## src/rtl/pwm_duty_gen.sv

```systemverilog
// PWM compare stage: double-buffered duty register with period-boundary update,
// registered PWM output, period-start pulse and a dead-time complementary pair.
module pwm_duty_gen #(
   parameter int unsigned WIDTH = 4,
   parameter int unsigned DEAD  = 2
) (
   input  logic             clk,
   input  logic             reset,
   input  logic [WIDTH-1:0] count_in,
   input  logic             enable,
   input  logic [WIDTH:0]   duty_in,
   input  logic             duty_valid,
   output logic             duty_ready,
   output logic             pwm_out,
   output logic             pwm_h,
   output logic             pwm_l,
   output logic             period_start
);

   localparam int unsigned DW = WIDTH + 1;
   localparam int unsigned CW = 8;
   localparam logic [DW-1:0]    DUTY_MAX  = {1'b1, {WIDTH{1'b0}}};
   localparam logic [WIDTH-1:0] COUNT_MAX = {WIDTH{1'b1}};
   localparam logic [CW-1:0]    DEAD_LD   = CW'(DEAD);

   logic [DW-1:0] shadow_q, shadow_d;
   logic [DW-1:0] active_q, active_d;
   logic          pending_q, pending_d;
   logic          boundary_q;
   logic          enable_q;
   logic          pwm_q, pwm_d;
   logic          pwm_h_q, pwm_h_d;
   logic          pwm_l_q, pwm_l_d;
   logic          period_start_q, period_start_d;
   logic [CW-1:0] dead_q, dead_d;
   logic          boundary;
   logic          xfer;

   assign duty_ready   = !pending_q && !reset;
   assign pwm_out      = pwm_q;
   assign pwm_h        = pwm_h_q;
   assign pwm_l        = pwm_l_q;
   assign period_start = period_start_q;

   // Duty double buffer: handshake fills shadow, period boundary promotes it.
   always_comb begin
      shadow_d  = shadow_q;
      active_d  = active_q;
      pending_d = pending_q;
      boundary  = (count_in == COUNT_MAX) && enable;
      xfer      = duty_valid && duty_ready;
      if (boundary && pending_q) begin
         active_d  = shadow_q;
         pending_d = 1'b0;
      end
      if (xfer) begin
         shadow_d  = (duty_in > DUTY_MAX) ? DUTY_MAX : duty_in;
         pending_d = 1'b1;
      end
   end

   // Compare, period marker and dead-time insertion; enable rise counts as an edge.
   always_comb begin
      pwm_d          = enable && ({1'b0, count_in} < active_q);
      period_start_d = boundary_q && enable;
      dead_d         = '0;
      pwm_h_d        = 1'b0;
      pwm_l_d        = 1'b0;
      if (enable) begin
         if ((pwm_d != pwm_q) || !enable_q) begin
            dead_d = DEAD_LD;
         end else if (dead_q != '0) begin
            dead_d = dead_q - CW'(1);
         end
         if (dead_d == '0) begin
            pwm_h_d = pwm_d;
            pwm_l_d = !pwm_d;
         end
      end
   end

   always_ff @(posedge clk) begin
      if (reset) begin
         shadow_q       <= '0;
         active_q       <= '0;
         pending_q      <= 1'b0;
         boundary_q     <= 1'b0;
         enable_q       <= 1'b0;
         pwm_q          <= 1'b0;
         pwm_h_q        <= 1'b0;
         pwm_l_q        <= 1'b0;
         period_start_q <= 1'b0;
         dead_q         <= '0;
      end else begin
         shadow_q       <= shadow_d;
         active_q       <= active_d;
         pending_q      <= pending_d;
         boundary_q     <= boundary;
         enable_q       <= enable;
         pwm_q          <= pwm_d;
         pwm_h_q        <= pwm_h_d;
         pwm_l_q        <= pwm_l_d;
         period_start_q <= period_start_d;
         dead_q         <= dead_d;
      end
   end

endmodule

```

## config.mk

```make
export PLATFORM = sky130hd
export DESIGN_NAME = pwm_duty_gen
export DESIGN_NICKNAME = d
export VERILOG_FILES = /design/src/rtl/pwm_duty_gen.sv
export SDC_FILE = /design/constraint.sdc
export NUM_CORES = 1
export LEC_CHECK = 0
export BUFFER_PORTS_ARGS = -buffer_cell sky130_fd_sc_hd__buf_2
export CAP_MARGIN = 10
export CORE_MARGIN = 2
export CORE_UTILIZATION = 45
export CTS_CLUSTER_SIZE = 8
export DETAILED_ROUTE_END_ITERATION = 8
export GPL_TIMING_DRIVEN = 0
export PLACE_DENSITY = 0.74
export REMOVE_ABC_BUFFERS = 1
export SYNTH_ARGS = -nofsm -noshare
export SYNTH_HDL_FRONTEND = slang
export SYNTH_SLANG_ARGS = --single-unit
```

## constraint.sdc

```tcl
create_clock -name clk -period 1.6 [get_ports clk]
set_input_delay 0.24 -clock clk [delete_from_list [all_inputs] [get_ports clk]]
set_output_delay 0.24 -clock clk [all_outputs]
set_load 0.02 [all_outputs]
```

==> out/metrics.yaml <==
floorplanning:
  fp.dieH_um: 54.2
  start_util: 0.466
  design.die.area_sq_um: 2940
  io_pins: 18
  design.core.area_sq_um: 2430
  die_x_um: 54.2
  rows: 18
detailed_routing:
  wirelength_mm: 2.44
  detail_route.wl_per_cell_um: 13.0
  via_count: 1016
  drc: 0
  drt_iter0_markers: 16
  dr.pass1.iters: 4
  vias_per_cell: 5.43
  ant_nets: 0
setup_path:
  crit_path_start_kind: "flip-flop"
  crit_slowest_cell: "or4_4"
  critPathKind: "flip-flop to flip-flop"
  cp.required_ps: 1870
  cp-end-kind: "flip-flop"
  path_cells: "or4_4 -> nor4_4 -> mux2i_2 -> o2111a_1 -> nor3b_2"
  crit_arrival_ps: 2080
  cp_max_fo: 3
  critPathMaxStageDelay_ps: 550
synth:
  ys_types: 33
  synthArstFlopShare: 0
  syn_inst: 130
  yosysWarnings: 0
  synth_area_sq_um: 1130
  seq_area_frac_synth: 0.442
  avgSynthCellArea_sq_um: 8.72
  ys.flop_type: "dfxtp_1"
  synth-seq-cells: 25
  synth_edf_count: 0
timing:
  relSlewSlack: 0.700
  period_needed_ps: 1810
  rsz0062_at_grt: "true"
  fin_crit_sh: 1.13
  fin_ws_ps: -213
  finalHoldViolations: 0
  skew_ps: 0.531
  tns_ps: -788
  fmax_ghz: 0.552
  tightest_slew_ps: 449
  slew_violations: 0
  final-setup-viol-count: 9
clocking:
  clk_path_buf_depth: 2
  cts_max_level: 1
  clk_latency_ps: 320
  cts_tree: "built"
  cts_root_buffer: "clkbuf_4"
  cts_made_buffers: 3
  path_clk_slew_ps: 130
  cts.sinks: 25
global_route:
  grt_max_degree: 17
  grt_first_pass_wirelength_mm: 4.11
  grt_overflow_total: 0
  grt_pass1_vias: 1007
  grt_antenna_before_repair: 0
  track_usage: 0.194
placed_design:
  io_buffers: 17
  place_area_sq_um: 1240
  dp_hpwl_mm: 1.56
  gp_congestion: 0.681
layout:
  fin_area_sq_um: 1450
  final_cell_mix: "dfxtp_1, nand2_1, buf_2"
  nNetsFinal: 176
  antenna-diode-count: 0
  drive_above_1_share: 0.363
  final_common_cell: "dfxtp_1"
  area_delta_synth_final_pct: 27.5
pwr:
  power_density_nw_per_um2: 772
  leakagePower_nw: 0.560
  peakVddDrop_v: 0.000600
run_status:
  violations: "setup timing"
  status: "finished, violations left"
hold_path:
  hold_class: "input pin to flip-flop"
run:
  cap_violations: 0
[state kept, by name (all words and copies together) (netlist names)]
name / count
pwm_out: 1
active_q: 5
pending_q: 1
pwm_l: 1
shadow_q: 5
enable_q: 1
boundary_q: 1
dead_q: 8
pwm_h: 1
period_start: 1
[layout make-up]
cell class / count / area, sq um
flip-flops and latches: 25 / 510
inverters: 6 / 22.5
fillers: 214 / 987
well taps: 30 / 37.5
clock buffers: 4 / 26.3
multi-input cells: 96 / 696
repair buffers: 26 / 153
[final timing paths]
kind	depth (start not counted)	slack (ps)	end	from
worst max register to register	5	-210	pwm_l	dead_q[1]
worst max-delay path	5	-210	pwm_l	dead_q[1]
worst min-delay path	3	160	shadow_q[2]	duty_in[2]
worst min register to register	1	440	period_start	boundary_q
[cell families (layout without fill, tap and decap cells)]
kind of cell / count (synthesis) / after routing / share of synthesized area
AOI/OAI and AO/OA: 22 / 22 / 0.120
xor gates and xnor gates: 4 / 4 / 0.0309
adders and majority gates: 5 / 5 / 0.0552
buffers and inverters: 9 / 36 / 0.0309
DFF: 25 / 25 / 0.442
muxes: 1 / 1 / 0.00883
and+or+nand+nor: 64 / 64 / 0.312
[routing by layer]
layer  global-route usage  vias to the layer above  part of all wire
li1                     -                      509                 -
met1                0.195                      481              0.40
met2                0.361                       18              0.54
met3               0.0333                        8             0.030
met4                0.121                        0             0.030
met5                    0                        -                 0
[report_power, final]
group | switching (mW) | leakage (nW) | internal (mW)
logic | 0.0897 | 0.339 | 0.0865
registers | 0.0143 | 0.206 | 0.635
clock network | 0.193 | 0.0150 | 0.0978
total | 0.296 | 0.560 | 0.819
[stage by stage]
stage | utilization | hold slack [ps] | total power [mW] | setup WS, ps | instances
floorplan | - | 309 | 0.749 | -64.4 | 127
global placement | 0.511 | 414 | 0.788 | -248 | 174
detailed placement | 0.511 | 412 | 0.793 | -301 | 174
CTS | 0.586 | 164 | 1.11 | -183 | 187
global route | 0.594 | 176 | 1.16 | -309 | 187
finish | 0.594 | 164 | 1.12 | -213 | 187
[cell usage after synthesis (all sizes together) (2+ instances only)]
cell,number,area share
nor2b,6,0.033
xnor2,3,0.023
nand2,18,0.060
nor2,8,0.026
nand2b,3,0.017
inv,6,0.020
dfxtp,25,0.44
or4,2,0.017
o21ai,3,0.013
nor3,8,0.045
ha,5,0.055
nand3,8,0.035
a21oi,12,0.053
a211oi,2,0.013
clkbuf,2,0.0066
nand3b,4,0.026
[worst max-delay path: cells and delay by family (launching register included)]
family	cells	cell delay, ps
simple gates	3	880
mux	1	280
compound gates	1	230
flops	1	360
[repair_timing]
item | CTS | global route
setup buffers | 11 | 0
endpoints found under the setup margin | 10 | 11
gates resized for setup | 23 | 5
hold buffers | 0 | 0
pin swaps | 14 | 0
(Power assumes the default switching activity.)
